[src/rtl/chop_pkg.sv]
// Shared types and constants for the chopper demodulator: FSM encoding,
// default widths and saturation-limit helpers.
package chop_pkg;

    localparam int ADC_WIDTH_DEF = 18;
    localparam int ACC_WIDTH_DEF = 40;
    localparam int CNT_WIDTH_DEF = 16;

    typedef enum logic [1:0] {
        ST_IDLE  = 2'd0,
        ST_SYNC  = 2'd1,
        ST_ACCUM = 2'd2
    } state_t;

    // Symmetric saturation limits +/-(2^(width-1)-1), returned sign-extended to 64 bits.
    function automatic logic signed [63:0] sat_max(input int width);
        return (64'sd1 <<< (width - 1)) - 64'sd1;
    endfunction

    function automatic logic signed [63:0] sat_min(input int width);
        return -sat_max(width);
    endfunction

endpackage

[src/rtl/chop_demod_if.sv]
// Stimulus/result bundle between the chopper generator, ADC and the demodulator.
// offset_o exists only when CHOP_DEMOD_OFFSET_EN is defined.
interface chop_demod_if #(
    parameter int ADC_WIDTH = 18,
    parameter int ACC_WIDTH = 40,
    parameter int CNT_WIDTH = 16
) ();
    logic                        demod_en;
    logic                        chop_default;
    logic                        chop_i;
    logic                        hold_i;
    logic signed [ADC_WIDTH-1:0] adc_data;
    logic                        adc_valid;
    logic signed [ACC_WIDTH-1:0] result_o;
    logic        [CNT_WIDTH-1:0] n_pos_o;
    logic        [CNT_WIDTH-1:0] n_neg_o;
    logic                        result_valid_o;
    logic                        ovf_o;
`ifdef CHOP_DEMOD_OFFSET_EN
    logic signed [ACC_WIDTH-1:0] offset_o;

    modport master (
        output demod_en, chop_default, chop_i, hold_i, adc_data, adc_valid,
        input  result_o, n_pos_o, n_neg_o, result_valid_o, ovf_o, offset_o
    );
    modport slave (
        input  demod_en, chop_default, chop_i, hold_i, adc_data, adc_valid,
        output result_o, n_pos_o, n_neg_o, result_valid_o, ovf_o, offset_o
    );
`else
    modport master (
        output demod_en, chop_default, chop_i, hold_i, adc_data, adc_valid,
        input  result_o, n_pos_o, n_neg_o, result_valid_o, ovf_o
    );
    modport slave (
        input  demod_en, chop_default, chop_i, hold_i, adc_data, adc_valid,
        output result_o, n_pos_o, n_neg_o, result_valid_o, ovf_o
    );
`endif
endinterface

[src/rtl/chop_demod_sat_acc.sv]
// Signed saturating accumulator: clear, restart (load) or accumulate +/-din,
// with a sticky overflow flag that restarts together with the sum.
module sat_acc
    import chop_pkg::*;
#(
    parameter int IN_WIDTH  = 18,
    parameter int ACC_WIDTH = 40
) (
    input  logic                        clk,
    input  logic                        rst,
    input  logic                        clr_i,
    input  logic                        load_i,
    input  logic                        add_i,
    input  logic                        sub_i,
    input  logic signed [IN_WIDTH-1:0]  din_i,
    output logic signed [ACC_WIDTH-1:0] acc_o,
    output logic                        ovf_o
);
    localparam logic signed [63:0]        MAX64   = sat_max(ACC_WIDTH);
    localparam logic signed [63:0]        MIN64   = sat_min(ACC_WIDTH);
    localparam logic signed [ACC_WIDTH:0] LIM_HI  = MAX64[ACC_WIDTH:0];
    localparam logic signed [ACC_WIDTH:0] LIM_LO  = MIN64[ACC_WIDTH:0];
    localparam logic signed [ACC_WIDTH-1:0] ACC_HI = LIM_HI[ACC_WIDTH-1:0];
    localparam logic signed [ACC_WIDTH-1:0] ACC_LO = LIM_LO[ACC_WIDTH-1:0];

    logic signed [ACC_WIDTH:0]   din_ext_s, oper_s, base_s, sum_s;
    logic signed [ACC_WIDTH-1:0] acc_d, acc_q;
    logic                        ovf_d, ovf_q, ovf_base_s;

    // One guard bit above the accumulator makes the clamp test exact.
    always_comb begin
        din_ext_s  = (ACC_WIDTH+1)'(din_i);
        oper_s     = '0;
        if (add_i) begin
            oper_s = din_ext_s;
        end else if (sub_i) begin
            oper_s = -din_ext_s;
        end else begin
            oper_s = '0;
        end
        base_s     = load_i ? '0 : (ACC_WIDTH+1)'(acc_q);
        ovf_base_s = load_i ? 1'b0 : ovf_q;
        sum_s      = base_s + oper_s;
        acc_d      = acc_q;
        ovf_d      = ovf_q;
        if (clr_i) begin
            acc_d = '0;
            ovf_d = 1'b0;
        end else if (!(load_i || add_i || sub_i)) begin
            acc_d = acc_q;
            ovf_d = ovf_q;
        end else if (sum_s > LIM_HI) begin
            acc_d = ACC_HI;
            ovf_d = 1'b1;
        end else if (sum_s < LIM_LO) begin
            acc_d = ACC_LO;
            ovf_d = 1'b1;
        end else begin
            acc_d = sum_s[ACC_WIDTH-1:0];
            ovf_d = ovf_base_s;
        end
    end

    // Accumulator state registers.
    always_ff @(posedge clk or posedge rst) begin
        if (rst) begin
            acc_q <= '0;
            ovf_q <= 1'b0;
        end else begin
            acc_q <= acc_d;
            ovf_q <= ovf_d;
        end
    end

    assign acc_o = acc_q;
    assign ovf_o = ovf_q;
endmodule

[src/rtl/chop_demod.sv]
// Synchronous chopper demodulator: signed per-period sum of ADC samples with
// per-phase counts. CHOP_DEMOD_OFFSET_EN adds a phase-independent sum on offset_o.
module chop_demod
    import chop_pkg::*;
#(
    parameter int ADC_WIDTH = ADC_WIDTH_DEF,
    parameter int ACC_WIDTH = ACC_WIDTH_DEF,
    parameter int CNT_WIDTH = CNT_WIDTH_DEF
) (
    input  logic         clk,
    input  logic         rst,
    chop_demod_if.slave  bus
);
    localparam logic [CNT_WIDTH-1:0] CNT_ONE = CNT_WIDTH'(1);
    localparam logic [CNT_WIDTH-1:0] CNT_MAX = {CNT_WIDTH{1'b1}};

    state_t                      state_q, state_d;
    logic                        chop_prev_q;
    logic        [CNT_WIDTH-1:0] n_pos_q, n_pos_d, n_neg_q, n_neg_d;
    logic signed [ACC_WIDTH-1:0] result_q, result_d;
    logic        [CNT_WIDTH-1:0] n_pos_out_q, n_pos_out_d, n_neg_out_q, n_neg_out_d;
    logic                        valid_q, valid_d, ovf_out_q, ovf_out_d;
    logic                        pos_s, edge_s, accept_s, ovf_any_s;
    logic                        acc_clr_s, acc_load_s, acc_add_s, acc_sub_s;
    logic signed [ACC_WIDTH-1:0] acc_s;
    logic                        acc_ovf_s;

    sat_acc #(.IN_WIDTH(ADC_WIDTH), .ACC_WIDTH(ACC_WIDTH)) u_acc (
        .clk(clk), .rst(rst), .clr_i(acc_clr_s), .load_i(acc_load_s),
        .add_i(acc_add_s), .sub_i(acc_sub_s), .din_i(bus.adc_data),
        .acc_o(acc_s), .ovf_o(acc_ovf_s)
    );

`ifdef CHOP_DEMOD_OFFSET_EN
    logic signed [ACC_WIDTH-1:0] off_s, offset_q, offset_d;
    logic                        off_ovf_s;

    sat_acc #(.IN_WIDTH(ADC_WIDTH), .ACC_WIDTH(ACC_WIDTH)) u_off (
        .clk(clk), .rst(rst), .clr_i(acc_clr_s), .load_i(acc_load_s),
        .add_i(acc_add_s | acc_sub_s), .sub_i(1'b0), .din_i(bus.adc_data),
        .acc_o(off_s), .ovf_o(off_ovf_s)
    );
    assign ovf_any_s = acc_ovf_s | off_ovf_s;
`else
    assign ovf_any_s = acc_ovf_s;
`endif

    // Next-state logic: the sample on a period-start edge always opens the new period.
    always_comb begin
        pos_s       = (bus.chop_i == bus.chop_default);
        edge_s      = pos_s && (chop_prev_q != bus.chop_default);
        accept_s    = bus.adc_valid && !bus.hold_i;
        state_d     = state_q;
        n_pos_d     = n_pos_q;
        n_neg_d     = n_neg_q;
        result_d    = result_q;
        n_pos_out_d = n_pos_out_q;
        n_neg_out_d = n_neg_out_q;
        ovf_out_d   = ovf_out_q;
        valid_d     = 1'b0;
        acc_clr_s   = 1'b0;
        acc_load_s  = 1'b0;
        acc_add_s   = accept_s && pos_s;
        acc_sub_s   = accept_s && !pos_s;
        if (!bus.demod_en) begin
            state_d   = ST_IDLE;
            acc_clr_s = 1'b1;
            n_pos_d   = '0;
            n_neg_d   = '0;
        end else begin
            case (state_q)
                ST_IDLE: begin
                    state_d   = ST_SYNC;
                    acc_clr_s = 1'b1;
                    n_pos_d   = '0;
                    n_neg_d   = '0;
                end
                ST_SYNC: begin
                    if (edge_s) begin
                        state_d    = ST_ACCUM;
                        acc_load_s = 1'b1;
                        n_pos_d    = (accept_s && pos_s)  ? CNT_ONE : '0;
                        n_neg_d    = (accept_s && !pos_s) ? CNT_ONE : '0;
                    end else begin
                        acc_add_s = 1'b0;
                        acc_sub_s = 1'b0;
                    end
                end
                ST_ACCUM: begin
                    if (edge_s) begin
                        result_d    = acc_s;
                        n_pos_out_d = n_pos_q;
                        n_neg_out_d = n_neg_q;
                        ovf_out_d   = ovf_any_s;
                        valid_d     = 1'b1;
                        acc_load_s  = 1'b1;
                        n_pos_d     = (accept_s && pos_s)  ? CNT_ONE : '0;
                        n_neg_d     = (accept_s && !pos_s) ? CNT_ONE : '0;
                    end else if (accept_s && pos_s) begin
                        n_pos_d = (n_pos_q == CNT_MAX) ? n_pos_q : n_pos_q + CNT_ONE;
                    end else if (accept_s) begin
                        n_neg_d = (n_neg_q == CNT_MAX) ? n_neg_q : n_neg_q + CNT_ONE;
                    end else begin
                        n_pos_d = n_pos_q;
                    end
                end
                default: begin
                    state_d   = ST_IDLE;
                    acc_clr_s = 1'b1;
                    n_pos_d   = '0;
                    n_neg_d   = '0;
                end
            endcase
        end
`ifdef CHOP_DEMOD_OFFSET_EN
        offset_d = (valid_d) ? off_s : offset_q;
`endif
    end

    // State, counters and registered outputs.
    always_ff @(posedge clk or posedge rst) begin
        if (rst) begin
            state_q     <= ST_IDLE;
            chop_prev_q <= 1'b0;
            n_pos_q     <= '0;
            n_neg_q     <= '0;
            result_q    <= '0;
            n_pos_out_q <= '0;
            n_neg_out_q <= '0;
            valid_q     <= 1'b0;
            ovf_out_q   <= 1'b0;
`ifdef CHOP_DEMOD_OFFSET_EN
            offset_q    <= '0;
`endif
        end else begin
            state_q     <= state_d;
            chop_prev_q <= bus.chop_i;
            n_pos_q     <= n_pos_d;
            n_neg_q     <= n_neg_d;
            result_q    <= result_d;
            n_pos_out_q <= n_pos_out_d;
            n_neg_out_q <= n_neg_out_d;
            valid_q     <= valid_d;
            ovf_out_q   <= ovf_out_d;
`ifdef CHOP_DEMOD_OFFSET_EN
            offset_q    <= offset_d;
`endif
        end
    end

    assign bus.result_o       = result_q;
    assign bus.n_pos_o        = n_pos_out_q;
    assign bus.n_neg_o        = n_neg_out_q;
    assign bus.result_valid_o = valid_q;
    assign bus.ovf_o          = ovf_out_q;
`ifdef CHOP_DEMOD_OFFSET_EN
    assign bus.offset_o       = offset_q;
`endif
endmodule
[src/flat_wrapper.sv]
// flat-port wrapper written by rule: the top's interface ports become plain ports
module chop_demod_flat import chop_pkg::*;
#(
    parameter int ADC_WIDTH = ADC_WIDTH_DEF,
    parameter int ACC_WIDTH = ACC_WIDTH_DEF,
    parameter int CNT_WIDTH = CNT_WIDTH_DEF
)
  (clk, rst, bus_demod_en, bus_chop_default, bus_chop_i, bus_hold_i, bus_adc_data, bus_adc_valid, bus_result_o, bus_n_pos_o, bus_n_neg_o, bus_result_valid_o, bus_ovf_o);
  chop_demod_if #(.ADC_WIDTH(ADC_WIDTH), .ACC_WIDTH(ACC_WIDTH), .CNT_WIDTH(CNT_WIDTH)) bus_i ();
  input  logic clk;
  input  logic rst;
  input wire logic [$bits(bus_i.demod_en)-1:0] bus_demod_en;
  input wire logic [$bits(bus_i.chop_default)-1:0] bus_chop_default;
  input wire logic [$bits(bus_i.chop_i)-1:0] bus_chop_i;
  input wire logic [$bits(bus_i.hold_i)-1:0] bus_hold_i;
  input wire logic [$bits(bus_i.adc_data)-1:0] bus_adc_data;
  input wire logic [$bits(bus_i.adc_valid)-1:0] bus_adc_valid;
  output wire logic [$bits(bus_i.result_o)-1:0] bus_result_o;
  output wire logic [$bits(bus_i.n_pos_o)-1:0] bus_n_pos_o;
  output wire logic [$bits(bus_i.n_neg_o)-1:0] bus_n_neg_o;
  output wire logic [$bits(bus_i.result_valid_o)-1:0] bus_result_valid_o;
  output wire logic [$bits(bus_i.ovf_o)-1:0] bus_ovf_o;
  assign bus_i.demod_en = bus_demod_en;
  assign bus_i.chop_default = bus_chop_default;
  assign bus_i.chop_i = bus_chop_i;
  assign bus_i.hold_i = bus_hold_i;
  assign bus_i.adc_data = bus_adc_data;
  assign bus_i.adc_valid = bus_adc_valid;
  assign bus_result_o = bus_i.result_o;
  assign bus_n_pos_o = bus_i.n_pos_o;
  assign bus_n_neg_o = bus_i.n_neg_o;
  assign bus_result_valid_o = bus_i.result_valid_o;
  assign bus_ovf_o = bus_i.ovf_o;
  chop_demod #(.ADC_WIDTH(ADC_WIDTH), .ACC_WIDTH(ACC_WIDTH), .CNT_WIDTH(CNT_WIDTH)) u_core (.clk(clk), .rst(rst), .bus(bus_i));
endmodule
[config.mk]
export PLATFORM = sky130hd
export DESIGN_NAME = chop_demod_flat
export DESIGN_NICKNAME = d
export VERILOG_FILES = /design/src/rtl/chop_pkg.sv /design/src/rtl/chop_demod_if.sv /design/src/rtl/chop_demod_sat_acc.sv /design/src/rtl/chop_demod.sv /design/src/flat_wrapper.sv
export SDC_FILE = /design/constraint.sdc
export NUM_CORES = 1
export LEC_CHECK = 0
export ABC_CLOCK_PERIOD_IN_PS = 12450
export CORE_MARGIN = 8
export CORE_UTILIZATION = 45
export CTS_BUF_LIST = sky130_fd_sc_hd__clkbuf_8 sky130_fd_sc_hd__clkbuf_16
export DETAILED_ROUTE_END_ITERATION = 12
export PLACE_DENSITY_LB_ADDON = 0.12
export SLEW_MARGIN = 20
export SYNTH_ARGS = -nofsm -noshare
export SYNTH_HDL_FRONTEND = slang
export SYNTH_SLANG_ARGS = --single-unit
[constraint.sdc]
create_clock -name clk -period 12.45 [get_ports clk]
set_input_delay 1.245 -clock clk [delete_from_list [all_inputs] [get_ports clk]]
set_output_delay 1.245 -clock clk [all_outputs]
set_load 0.02 [all_outputs]
Word level (Yosys, flattened, before mapping)

Index checks and enable logic that the tools add are counted.

Bits in read-only memories: 0
Memories kept: 0
Latch bits: 0
Input port bits: 25
RAM bits: 0
Output and inout bits: 74
Word-level logic and storage cells: 90
Register bits: 150

Bitwise operators: 0
Divide/modulo/power cells: 0
Reduce and logical (&&, ||, !) cells: 17
Equal/unequal tests: 13
$lt $le $gt $ge: 2
Multipliers: 0
Shift operators: 0
Muxes and demuxes: 43
Add/sub/neg operators: 4

Operators by type and width:

| cell                                                                    | number |
|---|---|
| 16-bit 2-to-1 mux                                                       | 11 |
| 40-bit 2-to-1 mux                                                       | 4 |
| 41-bit 2-to-1 mux                                                       | 3 |
| 16-bit case mux with 2 select lines                                     | 2 |
| 41-bit adder                                                            | 1 |
| 41-bit by 40-bit > comparator with 1-bit output (second input constant) | 1 |
| 41-bit by 40-bit < comparator with 1-bit output (second input constant) | 1 |
| 18-bit negator with 41-bit output                                       | 1 |
| 16-bit by 1-bit adder with 16-bit output (second input constant)        | 2 |
| 16-bit == test (second input constant)                                  | 2 |
| 1-bit 2-to-1 mux                                                        | 20 |
| 4-bit by 3-bit != test with 1-bit output (second input constant)        | 3 |
| 4-bit by 2-bit != test with 1-bit output (second input constant)        | 2 |
| 2-bit case mux with 3 select lines                                      | 1 |
| 3-bit AND reduction                                                     | 2 |
| 1-bit logical AND                                                       | 4 |
| 2-bit 2-to-1 mux                                                        | 2 |
| 2-bit AND reduction                                                     | 2 |
| 4-bit AND reduction                                                     | 1 |
| 4-bit nonzero test                                                      | 1 |
| 3-bit by 2-bit != test with 1-bit output (second input constant)        | 1 |
| 2-bit by 1-bit == test with 1-bit output (second input constant)        | 1 |
| 2-bit == test (second input constant)                                   | 1 |
| 1-bit zero test                                                         | 2 |
| 7 further kinds                                                         | 8 |

Depth between registers and ports, before layout

Depth in word-level cells: 14
Depth in mapped cells: 23
Gate-level depth less buffers: 18

Hierarchy

From an unflattened synthesis, not the netlist that was laid out.

Cells, all modules: 1195
Area total of the unflattened synthesis: 10679.0 µm²

By module, submodules not included:

| module     | instances | cells an instance | area an instance (µm²) |
|---|---|---|---|
| sat_acc    | 1         | 792               | 5739.3 |
| chop_demod | 1         | 403               | 4939.7 |

Worst setup path before layout

Ideal clock, no wire load.

Path kind: input-to-reg
Start point: input bus_chop_default
End point: register u_core.u_acc.ovf_q, in the netlist u_core.u_acc.ovf_o
Cell stages on the path: 19
Buffers on the path: 4
Path slack: 6.747 ns
Library setup time: 0.111 ns
Data arrival time: 5.592 ns
Cells stage by stage: and3b_1 > or2_1 > buf_6 > o31ai_2 > clkbuf_1 > buf_1 > nor2_1 > ha_1 > clkbuf_1 > inv_1 > a211oi_1 > a21boi_1 > o2111ai_1 > a21boi_0 > o211ai_1 > or4_4 > nor4b_2 > a211oi_1 > a2111oi_2

Cells in the longest elaborated chain, start to end: 14
Elaborated cells between the ends (all ways): 30

RTL lines:

| what                                            | line                     | RTL |
|---|---|---|
| start, declared                                 | flat_wrapper.sv:13       | `input wire logic [$bits(bus_i.chop_default)-1:0] bus_chop_default;` |
| 1-bit == test                                   | chop_demod.sv:50         | `pos_s = (bus.chop_i == bus.chop_default);` |
| 1-bit zero test                                 | chop_demod.sv:64         | `acc_sub_s = accept_s && !pos_s;` |
| 1-bit logical AND                               | chop_demod.sv:64         |  |
| 1-bit 2-to-1 mux                                | chop_demod.sv:79         | `if (edge_s) begin` |
| 1-bit 2-to-1 mux                                | chop_demod.sv:71         | `case (state_q)` |
| 1-bit 2-to-1 mux                                | chop_demod.sv:65         | `if (!bus.demod_en) begin` |
| 41-bit 2-to-1 mux                               | chop_demod_sat_acc.sv:36 | `end else if (sub_i) begin` |
| 41-bit 2-to-1 mux                               | chop_demod_sat_acc.sv:34 | `if (add_i) begin` |
| 41-bit adder                                    | chop_demod_sat_acc.sv:43 | `sum_s = base_s + oper_s;` |
| 41-bit by 40-bit < comparator with 1-bit output | chop_demod_sat_acc.sv:55 | `end else if (sum_s < LIM_LO) begin` |
| 1-bit 2-to-1 mux                                | chop_demod_sat_acc.sv:55 |  |
| 1-bit 2-to-1 mux                                | chop_demod_sat_acc.sv:52 | `end else if (sum_s > LIM_HI) begin` |
| 1-bit 2-to-1 mux                                | chop_demod_sat_acc.sv:49 | `end else if (!(load_i \|\| add_i \|\| sub_i)) begin` |
| 1-bit 2-to-1 mux                                | chop_demod_sat_acc.sv:46 | `if (clr_i) begin` |
| end signal, assigned                            | chop_demod_sat_acc.sv:71 | `ovf_q <= ovf_d;` |
| end, declared                                   | chop_demod_sat_acc.sv:28 | `logic ovf_d, ovf_q, ovf_base_s;` |

Parallel ways exist; a longest one is shown, timed or not. The select of a mux whose other input is x is not followed.
A chain may end at the register's enable or synchronous reset.

Worst setup path after layout

Start point: input bus_adc_data[0]
End point: register u_core.u_acc.acc_q[16], in the netlist u_core.u_acc.acc_o[16]

Cells in the longest elaborated chain, start to end: 9
Elaborated cells between the ends (all ways): 10

RTL lines:

| what                                            | line                     | RTL |
|---|---|---|
| start, declared                                 | flat_wrapper.sv:16       | `input wire logic [$bits(bus_i.adc_data)-1:0] bus_adc_data;` |
| 18-bit negator with 41-bit output               | chop_demod_sat_acc.sv:37 | `oper_s = -din_ext_s;` |
| 41-bit 2-to-1 mux                               | chop_demod_sat_acc.sv:36 |  |
| 41-bit 2-to-1 mux *                             | chop_demod_sat_acc.sv:34 |  |
| 41-bit adder *                                  | chop_demod_sat_acc.sv:43 |  |
| 41-bit by 40-bit < comparator with 1-bit output | chop_demod_sat_acc.sv:55 |  |
| 40-bit 2-to-1 mux                               | chop_demod_sat_acc.sv:55 |  |
| 40-bit 2-to-1 mux *                             | chop_demod_sat_acc.sv:52 |  |
| 40-bit 2-to-1 mux *                             | chop_demod_sat_acc.sv:49 |  |
| 40-bit 2-to-1 mux *                             | chop_demod_sat_acc.sv:46 |  |
| end signal, assigned                            | chop_demod_sat_acc.sv:67 | `acc_q <= '0;` |
| end signal, assigned                            | chop_demod_sat_acc.sv:70 | `acc_q <= acc_d;` |
| end, declared                                   | chop_demod_sat_acc.sv:27 | `logic signed [ACC_WIDTH-1:0] acc_d, acc_q;` |

Every way passes the cells marked *; elsewhere a longest branch is shown, timed or not. The select of a mux whose other input is x is not followed.

==> flow_summary.yaml <==
synthesis:
  synth.cell_area_um2: 10200
  synthCells: 1131
  yosys-top-cells-area: "dfrtp_1 (37%), mux2_2 (8.3%), ha_1 (5.6%)"
  synth_top_area_frac: 0.368
  synth_flop_cell: "dfrtp_1"
  async_reset_ff_frac: 1.00
  syn_avg_cell_area_um2: 9.02
  synth-edff-count: 0
  synth_area_leader_cell: "dfrtp_1"
  yosysUniqueCellTypes: 82
  ys_ff_latch: 150
  synthesis.nets: 1203
  ys_warn_count: 0
  yosysSeqAreaShare: 0.368
global_routing:
  grt-ovfl-total: 0
  grt_max_degree: 80
  grtUsageTotal: 0.218
  grt_pass1_wl_um: 49500
  antenna_found_initial: 0
  grt_pass1_vias: 8971
detailed_routing:
  vias: 8926
  via_per_inst: 5.98
  drc: 0
  drt_wl_total_um: 30100
  drtPass1Iterations: 5
  drt_first_iter_violations: 709
  wl_per_cell_um: 20.2
  postRouteAntennaNets: 0
timing:
  finalSetupTns_ns: 0
  period_share: 0.550
  finalSetupViolations: 0
  drv_slew: 0
  rsz0062_at_grt: "no"
  layout_setup_ws_ns: 5.60
  hold_viol: 0
  worst_pin_slew_ns: 1.13
  fin_skew_ns: 0.0154
  finalCriticalPeriod_ns: 6.85
  maxSlewHeadroom: 0.243
  max_clock_freq_mhz: 146
clock_network:
  cts_tree: "built"
  h-tree-depth: 4
  ctsResizeCount: 0
  path_clk_slew_ns: 0.07
  cts_buffer_depth: 2
  clockRootBuffer: "clkbuf_16"
  cts_hold_buffers: 0
  cts_sinks: 150
  post_cts_buffers: 0
  clkLatencyLatePin_ns: 0.44
  numCtsBuffers: 17
layout:
  drive_gt1_frac: 0.123
  finish.utilization: 0.533
  nFillCells: 2076
  layout_common_cells: "dfrtp_1 (150), clkdlybuf4s50_1 (98), o21ai_0 (95), nor2_1 (95), a21oi_1 (92)"
  syn2layout_area_growth_pct: 17.1
  final_cells: 1493
  final_common_cell: "dfrtp_1"
  fin_nets: 1267
  diodes: 0
die:
  io_pins: 99
  rows: 55
  core-area_um2: 22400
  initial_core_util: 0.455
  die_w_um: 167
  die_area_um2: 27700
  die_h_um: 167
critical_path:
  max_stage_delay_ns: 0.93
  crit_required_ns: 12.71
  critical_path.top_delay_family: "compound AO/OA/AOI/OAI gates"
  worstPathArrival_ns: 7.11
  worst-path-max-fanout: 13
  crit_slowest_cell: "o21ai_1"
  crit_type: "in2reg"
  startpoint_type: "input port"
  crit_path_frequent_cell: "a21oi_1"
  worst-path-buf-inv: 2
  critical_path.endpoint_type: "flip-flop"
  path_cells: "clkdlybuf4s50_1 > inv_1 > ha_1 > nor3b_1 > and4b_1 > a211o_1 > a21oi_1 > ha_1 > a21oi_1 > o211ai_1 > a21oi_1 > o22ai_1 > or3b_1 > a311oi_2 > xnor2_1 > o21ai_1 > o21ai_0"
pwr:
  pwr-share-clk: 0.416
  switching_share: 0.317
  power.leakage_nw: 5.45
  p_seq_frac: 0.400
  max-vdd-ir-drop_mv: 0.0888
  p_sw_w: 0.000402
  power_density_nw_per_um2: 106
  pwr-share-comb: 0.184
  p_int_w: 0.000867
run:
  cap_viol_max_count: 0
placed_design:
  place_congestion: 0.929
  hpwl_um: 21900
  dp_slack_ns: 5.21
  placement.io_buffers: 98
  post-place-cells: 1461
min_path:
  hold_class: "reg2reg"
outcome:
  status: "finished, final reports clean"
## final cells by class
type                       count  area, µm²  share of cell area
tap                          285        357              0.0298
timing repair buffer         109       1060              0.0890
inverter                      25       98.8             0.00827
multi-input combinational    892       6080               0.509
clock inverter                15        168              0.0140
sequential                   150       3750               0.314
clock buffer                  17        425              0.0356
## power by group through the flow
stage / logic (W) / registers (W) / clock network (W)
6_report: 0.000234 / 0.000507 / 0.000528
5_1_grt: 0.000254 / 0.000509 / 0.000559
4_1_cts: 0.000232 / 0.000507 / 0.000541
3_5_place_dp: 0.000230 / 0.000517 / 0
3_3_place_gp: 0.000230 / 0.000516 / 0
2_1_floorplan: 0.000158 / 0.000516 / 0
## metrics by stage
step	instance area, µm²	total power [W]	hold slack, ns
floorplan	10200	0.000675	0.447
global placement	11400	0.000746	0.476
detailed placement	11400	0.000747	0.481
CTS	11900	0.00128	0.499
global route	11900	0.00132	0.521
finish	11900	0.00127	0.492
## layer usage
layer  share of wire  track usage  routed length (µm)
met1            0.47        0.291               14100
met2            0.47        0.361               14200
met3           0.043       0.0317                1280
met4           0.019       0.0701                 561
met5               0            0                   0
## logic make-up (layout without fill, tap and decap cells)
| group | count (synthesis) | count (layout) | share of synthesized area |
|---|---|---|---|
| AND/OR/NAND/NOR | 374 | 374 | 0.190 |
| AO/OA/AOI/OAI | 344 | 344 | 0.217 |
| flip-flops | 150 | 150 | 0.368 |
| buffers and inverters | 89 | 166 | 0.0379 |
| multiplexers | 81 | 81 | 0.0887 |
| adder cells (fa/ha/maj) | 47 | 47 | 0.0584 |
| XOR/XNOR | 46 | 46 | 0.0395 |
## cell usage after synthesis, drive strengths merged, types with 10 or more instances
cell type  number
a21o           21
a21oi          92
a221o          20
a31oi          16
and2           50
and3           20
buf            17
clkbuf         47
dfrtp         150
ha             46
inv            25
mux2           75
nand2          80
nand2b         10
nand3          22
nand4          25
nor2           96
nor3           17
o21ai         100
or2            11
xnor2          27
xor2           19
## worst paths after layout
check | startpoint | end | slack (ns) | depth (start not counted)
setup / recovery | bus_adc_data[0] | u_core.u_acc.acc_o[16] | 5.60 | 17
max in group asynchronous | rst | u_core.u_acc.acc_o[9] | 9.72 | 3
min in group asynchronous | rst | u_core.bus.n_pos_o[5] | 1.31 | 2
setup reg to reg | u_core.chop_prev_q | u_core.u_acc.acc_o[16] | 6.94 | 13
hold reg to reg | u_core.u_acc.acc_o[3] | u_core.u_acc.acc_o[3] | 0.49 | 2
hold / removal | u_core.u_acc.acc_o[3] | u_core.u_acc.acc_o[3] | 0.49 | 2
## worst register-to-register path: cells and delay by family (launching register included)
family / cells / cell delay [ns]
AOI/OAI and AO/OA: 7 / 3.19
adders and majority gates: 1 / 0.46
buffers and inverters: 2 / 0.59
DFF: 1 / 0.35
and+or+nand+nor: 3 / 0.75
## state kept, by name (all words and copies together), names as in the netlist
register,cells
u_core.bus.n_neg_o,16
u_core.bus.result_valid_o,1
u_core.n_pos_q,16
u_core.bus.n_pos_o,16
u_core.u_acc.ovf_o,1
u_core.state_q,2
u_core.bus.result_o,40
u_core.bus.ovf_o,1
u_core.chop_prev_q,1
u_core.u_acc.acc_o,40
u_core.n_neg_q,16
No activity file was read; power rests on OpenSTA's default activity.
